**src/rtl/mix_columns_seq.sv**
```systemverilog
// mix_columns_seq -- column-serial AES MixColumns / InvMixColumns stage.
//
// One 4x4 state matrix is accepted at a time and mixed one column per clock
// (four cycles), then held until the downstream stage takes it. A bypass
// matrix, used in the final AES round, goes straight to the output unchanged.
//
// Parameters
//   INVERSE       0 = forward MixColumns, 1 = InvMixColumns
// Ports
//   clk           rising-edge clock
//   rst           asynchronous, active-high reset
//   in_valid      upstream matrix valid
//   in_ready      block can accept a matrix this cycle
//   in_bypass     pass matrix through unmixed (sampled only at accept)
//   state_matrix  input bytes, [row][col]
//   out_valid     mixed_matrix holds a finished result
//   out_ready     downstream accepts the result
//   mixed_matrix  result bytes, [row][col]
//   busy          high while columns are being mixed
module mix_columns_seq #(
  parameter bit INVERSE = 1'b0
) (
  input  logic                   clk,
  input  logic                   rst,
  input  logic                   in_valid,
  output logic                   in_ready,
  input  logic                   in_bypass,
  input  logic [0:3][0:3][7:0]   state_matrix,
  output logic                   out_valid,
  input  logic                   out_ready,
  output logic [0:3][0:3][7:0]   mixed_matrix,
  output logic                   busy
);

  typedef enum logic [1:0] {
    S_IDLE    = 2'd0,
    S_COMPUTE = 2'd1,
    S_DONE    = 2'd2
  } state_t;

  state_t                 r_state;
  logic [1:0]             r_col;
  logic [0:3][0:3][7:0]   r_work;

  logic                   w_accept;
  logic [0:3][7:0]        w_col_in;
  logic [0:3][7:0]        w_col_out;

  // Multiply by x modulo x^8+x^4+x^3+x+1.
  function automatic logic [7:0] xtime(input logic [7:0] b);
    xtime = {b[6:0], 1'b0} ^ (b[7] ? 8'h1b : 8'h00);
  endfunction

  function automatic logic [7:0] mul2(input logic [7:0] b);
    mul2 = xtime(b);
  endfunction

  function automatic logic [7:0] mul3(input logic [7:0] b);
    mul3 = xtime(b) ^ b;
  endfunction

  // 9, 11, 13, 14 built from the x^3, x^2, x partial products.
  function automatic logic [7:0] mul9(input logic [7:0] b);
    mul9 = xtime(xtime(xtime(b))) ^ b;
  endfunction

  function automatic logic [7:0] mulb(input logic [7:0] b);
    mulb = xtime(xtime(xtime(b))) ^ xtime(b) ^ b;
  endfunction

  function automatic logic [7:0] muld(input logic [7:0] b);
    muld = xtime(xtime(xtime(b))) ^ xtime(xtime(b)) ^ b;
  endfunction

  function automatic logic [7:0] mule(input logic [7:0] b);
    mule = xtime(xtime(xtime(b))) ^ xtime(xtime(b)) ^ xtime(b);
  endfunction

  function automatic logic [0:3][7:0] fwd_col(input logic [0:3][7:0] a);
    fwd_col[0] = mul2(a[0]) ^ mul3(a[1]) ^ a[2]       ^ a[3];
    fwd_col[1] = a[0]       ^ mul2(a[1]) ^ mul3(a[2]) ^ a[3];
    fwd_col[2] = a[0]       ^ a[1]       ^ mul2(a[2]) ^ mul3(a[3]);
    fwd_col[3] = mul3(a[0]) ^ a[1]       ^ a[2]       ^ mul2(a[3]);
  endfunction

  function automatic logic [0:3][7:0] inv_col(input logic [0:3][7:0] a);
    inv_col[0] = mule(a[0]) ^ mulb(a[1]) ^ muld(a[2]) ^ mul9(a[3]);
    inv_col[1] = mul9(a[0]) ^ mule(a[1]) ^ mulb(a[2]) ^ muld(a[3]);
    inv_col[2] = muld(a[0]) ^ mul9(a[1]) ^ mule(a[2]) ^ mulb(a[3]);
    inv_col[3] = mulb(a[0]) ^ muld(a[1]) ^ mul9(a[2]) ^ mule(a[3]);
  endfunction

  // A DONE result may be handed off and a new matrix taken on the same edge.
  assign in_ready     = (r_state == S_IDLE) || ((r_state == S_DONE) && out_ready);
  assign w_accept     = in_valid && in_ready;
  assign out_valid    = (r_state == S_DONE);
  assign busy         = (r_state == S_COMPUTE);
  assign mixed_matrix = r_work;

  // Select the column currently being processed and transform it.
  always_comb begin
    w_col_in  = '0;
    w_col_out = '0;
    for (int r = 0; r < 4; r++) begin
      w_col_in[r] = r_work[r][r_col];
    end
    if (INVERSE) begin
      w_col_out = inv_col(w_col_in);
    end else begin
      w_col_out = fwd_col(w_col_in);
    end
  end

  // Control FSM, column counter and working register.
  always_ff @(posedge clk or posedge rst) begin
    if (rst) begin
      r_state <= S_IDLE;
      r_col   <= 2'd0;
      r_work  <= '0;
    end else begin
      case (r_state)
        S_IDLE: begin
          if (w_accept) begin
            r_work  <= state_matrix;
            r_col   <= 2'd0;
            r_state <= in_bypass ? S_DONE : S_COMPUTE;
          end
        end
        S_COMPUTE: begin
          for (int r = 0; r < 4; r++) begin
            r_work[r][r_col] <= w_col_out[r];
          end
          r_col <= r_col + 2'd1;
          if (r_col == 2'd3) begin
            r_state <= S_DONE;
          end
        end
        S_DONE: begin
          if (w_accept) begin
            r_work  <= state_matrix;
            r_col   <= 2'd0;
            r_state <= in_bypass ? S_DONE : S_COMPUTE;
          end else if (out_ready) begin
            r_state <= S_IDLE;
          end
        end
        default: begin
          r_state <= S_IDLE;
          r_col   <= 2'd0;
        end
      endcase
    end
  end

endmodule

```
**config.mk**
```make
export PLATFORM = sky130hd
export DESIGN_NAME = mix_columns_seq
export DESIGN_NICKNAME = d
export VERILOG_FILES = /design/src/rtl/mix_columns_seq.sv
export SDC_FILE = /design/constraint.sdc
export NUM_CORES = 1
export LEC_CHECK = 0
export ABC_AREA = 1
export CELL_PAD_IN_SITES_DETAIL_PLACEMENT = 1
export CELL_PAD_IN_SITES_GLOBAL_PLACEMENT = 1
export CORE_MARGIN = 2
export CORE_UTILIZATION = 34
export DETAILED_ROUTE_END_ITERATION = 12
export PLACE_DENSITY = 0.81
export SETUP_SLACK_MARGIN = 0.4
export SYNTH_ARGS = -nofsm -noshare
export SYNTH_HDL_FRONTEND = slang
export SYNTH_SLANG_ARGS = --single-unit
```
**constraint.sdc**
```tcl
create_clock -name clk -period 6.4 [get_ports clk]
set_clock_uncertainty 0.1 [all_clocks]
set_input_delay 1.28 -clock clk [delete_from_list [all_inputs] [get_ports clk]]
set_output_delay 1.28 -clock clk [all_outputs]
set_load 0.01 [all_outputs]
```
# Word-level counts from Yosys, hierarchy flattened
# Cells that the tools add are included.
[word_totals] word_cells=90 regBits=132
[classes] muxes=32 n_reduce_logical=9 magnitude_cmp=2 bitwise=21 n_addsub=1 eq_ne=7
[op_table] op="128-bit one-hot mux with 2 select lines" n=1
[op_table] op="32-bit bitwise mux" n=4
[op_table] op="128-bit 2-to-1 mux" n=1
[op_table] op="8-bit XOR" n=16
[op_table] op="8-bit 2-to-1 mux" n=9
[op_table] op="8-bit binary-select mux with 2-bit select" n=4
[op_table] op="8-bit by 5-bit XOR with 8-bit output" n=4
[op_table] op="5-bit 2-to-1 mux" n=4
[op_table] op="8-bit demux with 2-bit select" n=1
[op_table] op="2-bit 2-to-1 mux" n=6
[op_table] op="2-bit one-hot mux with 3 select lines" n=1
[op_table] op="2-bit equality test (second input constant)" n=2
[op_table] op="2-bit by 1-bit != test with 1-bit output (second input constant)" n=2
[op_table] op="2-bit one-hot mux with 2 select lines" n=1
[op_table] op="3-bit >= comparator (second input constant)" n=1
[op_table] op="1-bit logical AND" n=3
[op_table] op="3-bit by 1-bit < comparator with 1-bit output (second input constant)" n=1
[op_table] op="3-bit by 1-bit != test with 1-bit output (second input constant)" n=1
[op_table] op="2-bit NOT with 3-bit output" n=1
[op_table] op="3-bit AND reduction" n=1
[op_table] op="2-bit by 1-bit adder with 2-bit output (second input constant)" n=1
[op_table] op="2-bit by 1-bit equality test with 1-bit output (second input constant)" n=1
[op_table] op="2-bit logical NOT" n=1
[op_table] op="2-bit != test (second input constant)" n=1
[op_table] op="other kinds (4)" n=4

# Logic depth before layout (Yosys ltp)
[logic_depth] word_depth=12 mapped_depth=17 depth_no_buf=14

# Worst setup path after synthesis
# OpenSTA, ideal clock, no wires.
[synth_path] path_kind="input-to-output" start="input out_ready" end="output in_ready" arrival_ps=1548 t_required_ps=5020 slack_ps=3472 cell_stages=2 path_cell_list="inv_1 > a21oi_1"
[synth_via] elab_chain_len=2
[synth_lines] item="start, declared" line="30" source="input logic out_ready,"
[synth_lines] item="1-bit logical AND" line="94" source="assign in_ready = (r_state == S_IDLE) || ((r_state == S_DONE) && out_ready);"
[synth_lines] item="1-bit logical OR" line="94"
[synth_lines] item="end, declared" line="26" source="output logic in_ready,"
# Every way passes these cells.

# Worst setup path in the final report
# Same ends and word-level chain as after synthesis.

==> impl_metrics.tcl <==
set metrics [dict create \
    status "finished, final reports clean" \
    dp_worst_setup_slack_ns 2.483 \
    cpLargestDelayFamily "buffers and inverters" \
    fin_cells 2218 \
    timing.critical_path.fanout_max 2 \
    crit_buf_inv 3 \
    slew_viol_final 0 \
    syn_inst 1605 \
    crit_required_ns 5.02 \
    pin_count 264 \
    netlist_top_cells_count "655 x nand2_1, 214 x nand3_1, 178 x a21oi_1" \
    io_buffers 263 \
    first_iter_violations 667 \
    synth_top_family_by_area "simple AND/OR/NAND/NOR gates" \
    ant_nets 0 \
    rsz0062_at_grt "false" \
    worst_slack_ns 2.484 \
    overflow 0 \
    path_common_cell "clkdlybuf4s50_1" \
    yosysMostFrequentCell "nand2_1" \
    synthXorXnorAreaFrac_pct 0.3507 \
    fin_nets 1958 \
    post-route-period-util_pct 61.19 \
    path_cells "clkdlybuf4s50_1 > inv_1 > a21oi_1 > clkdlybuf4s50_1" \
    synth-seq-cells 132 \
    synthDistinctLibCells 28 \
    regArea_um2 3306 \
    grt_pass1_vias 12530 \
    fp.coreArea_um2 28860 \
    synth_compound_area_share_pct 15.89 \
    area_growth_syn_to_layout_pct 34.10 \
    hold_buffers 0 \
    critPathKind "input port to primary output" \
    setup_viol 0 \
    grt_use_total_pct 28.55 \
    cpMaxStageDelayCell "clkdlybuf4s50_1" \
    startpoint_type "input port" \
    clk_latency_ns 0.44 \
    drive_gt1_share_pct 6.270 \
    cp_data_arrival_time_ns 2.54 \
    syn_nets 1742 \
    fin_crit_ns 3.916 \
    cts_tree "yes" \
    cts-htree-levels 4 \
    cts-root-buf "clkbuf_16" \
    die_x_um 175.4 \
    hold_viol_final 0 \
    r2r_start "r_col[1]$_DFFE_PP0P_" \
    drcViolationCount 0 \
    grt_pass1_wl_mm 68.92 \
    n_antenna_cell 0 \
    crit_path_end_kind "primary output" \
    dp_hpwl_mm 31.00 \
    synth.area.mux_share_pct 0 \
    holdCritPathClass "flip-flop to flip-flop" \
    synth_edf_count 0 \
    netlist.area_leader.share_pct 33.06 \
    multi_input_area_um2 5694 \
    grt_max_degree 88 \
    avgSynthCellArea_um2 6.225 \
    clk_path_buf_depth 2 \
    max_slew.worst_pin.slew_ns 1.047 \
    yosysWarnings 0 \
    start_util_pct 34.62 \
    antenna_found_initial 0 \
    min_from "mixed_matrix[13]$_DFFE_PP0P_" \
    maxCapViolCount 0 \
    yosys.area.top_type "dfrtp_1" \
    die-area_um2 30770 \
    fp.dieH_um 175.4 \
    ys.flop_type "dfrtp_1" \
    finalSetupTns_ns 0 \
    clock-sinks 132 \
    fill_cells 3812 \
    vias_per_cell 5.358 \
    ys_async_sr_fraction_pct 100.0 \
    numCtsBuffers 17 \
    relSlewSlack_pct 30.19 \
    place_inst 2186 \
    crit_start "out_ready" \
    max_stage_delay_ns 0.58 \
    cts.clk_slew.worst_paths_ns 0.06 \
    r2r_setup_slack_ns 2.74 \
    synth_area_leaders "dfrtp_1 33%, nand2_1 25%, nand3_1 11%" \
    fp-row-count 62 \
    routabilityCongestion 0.8554 \
    syn_area_um2 9991 \
    firstDrtPassIters 5 \
    cts_resized 0 \
    routed_wl_mm 43.99 \
    fmax_mhz 255.3 \
    wire_per_inst_um 19.83 \
    synth_simple_gate_area_share_pct 39.95 \
    synth_fa_ha_area_share_pct 0.5009 \
    postCtsSetupBuffers 0 \
    ys_seq_area_share_pct 33.06 \
    vias 11885 \
]
-- cell usage in the layout (no fill, tap or decap), drive strengths merged --
| master | Yosys | final |
|---|---|---|
| dfrtp | 132 | 132 |
| xnor2 | 4 | 4 |
| ha | 4 | 4 |
| a22oi | 22 | 22 |
| a21boi | 57 | 57 |
| clkbuf | 37 | 20 |
| a21oi | 178 | 178 |
| inv | 162 | 160 |
| clkinv | 0 | 9 |
| nand3 | 214 | 214 |
| nor2 | 39 | 39 |
| nand2b | 1 | 1 |
| nand4 | 1 | 1 |
| bufinv | 0 | 2 |
| o22ai | 1 | 1 |
| nand3b | 2 | 2 |
| buf | 41 | 12 |
| nand2 | 701 | 701 |
| clkdlybuf4s50 | 0 | 263 |
| o21ai | 8 | 8 |
| a22o | 1 | 1 |
| clkinvlp | 0 | 3 |
-- sequential cells by signal, indices dropped and copies added (netlist names) --
signal	flops
r_col	2
mixed_matrix	128
r_state	2
-- final timing paths --
path,end,cells after the start
max,in_ready,4
min,mixed_matrix[13]$_DFFE_PP0P_,2
max reg2reg,mixed_matrix[90]$_DFFE_PP0P_,7
min reg2reg,mixed_matrix[13]$_DFFE_PP0P_,2
max in group asynchronous,mixed_matrix[1]$_DFFE_PP0P_,3
min in group asynchronous,mixed_matrix[53]$_DFFE_PP0P_,2
-- metal layers --
metal,vias up,part of all wire [%],track usage [%]
met2,329,52,51.90
li1,5573,-,-
met3,80,4.3,3.939
met5,-,0,0
met1,5903,41,34.14
met4,0,3.0,10.61
-- final cells by class --
| class | instances | share of cell area, % |
|---|---|---|
| tap | 384 | 3.586 |
| inverter | 162 | 4.595 |
| sequential | 132 | 24.67 |
| clock inverter | 12 | 0.9899 |
| timing repair buffer | 275 | 20.32 |
| clock buffer | 20 | 3.334 |
| multi-input combinational | 1233 | 42.50 |
-- metrics by stage --
stage	hold WS [ns]	util [%]	area, um^2
after global placement	0.4356	44.42	12820
after detailed placement	0.4512	44.42	12820
final	0.4594	46.43	13400
after CTS	0.4613	46.43	13400
after floorplan	0.4757	-	9991
after global routing	0.4913	46.43	13400
-- worst register-to-register path, stage by stage, from the launching register on --
cell,delay [ns]
dfrtp_2,0.35
buf_4,0.59
inv_2,0.50
ha_1,0.39
o21ai_4,0.72
buf_4,0.60
nand2_1,0.13
a21boi_1,0.15
-- cells by family (layout without fill, tap and decap cells) --
| group | after synthesis | after routing |
|---|---|---|
| DFF | 132 | 132 |
| buffers and inverters | 240 | 469 |
| adders and majority gates | 4 | 4 |
| and+or+nand+nor | 958 | 958 |
| xor gates and xnor gates | 4 | 4 |
| AOI/OAI and AO/OA | 267 | 267 |
Power is left out: the tool's default activity adds up to more than one toggle a clock period on the data nets, which glitch-free logic cannot reach.
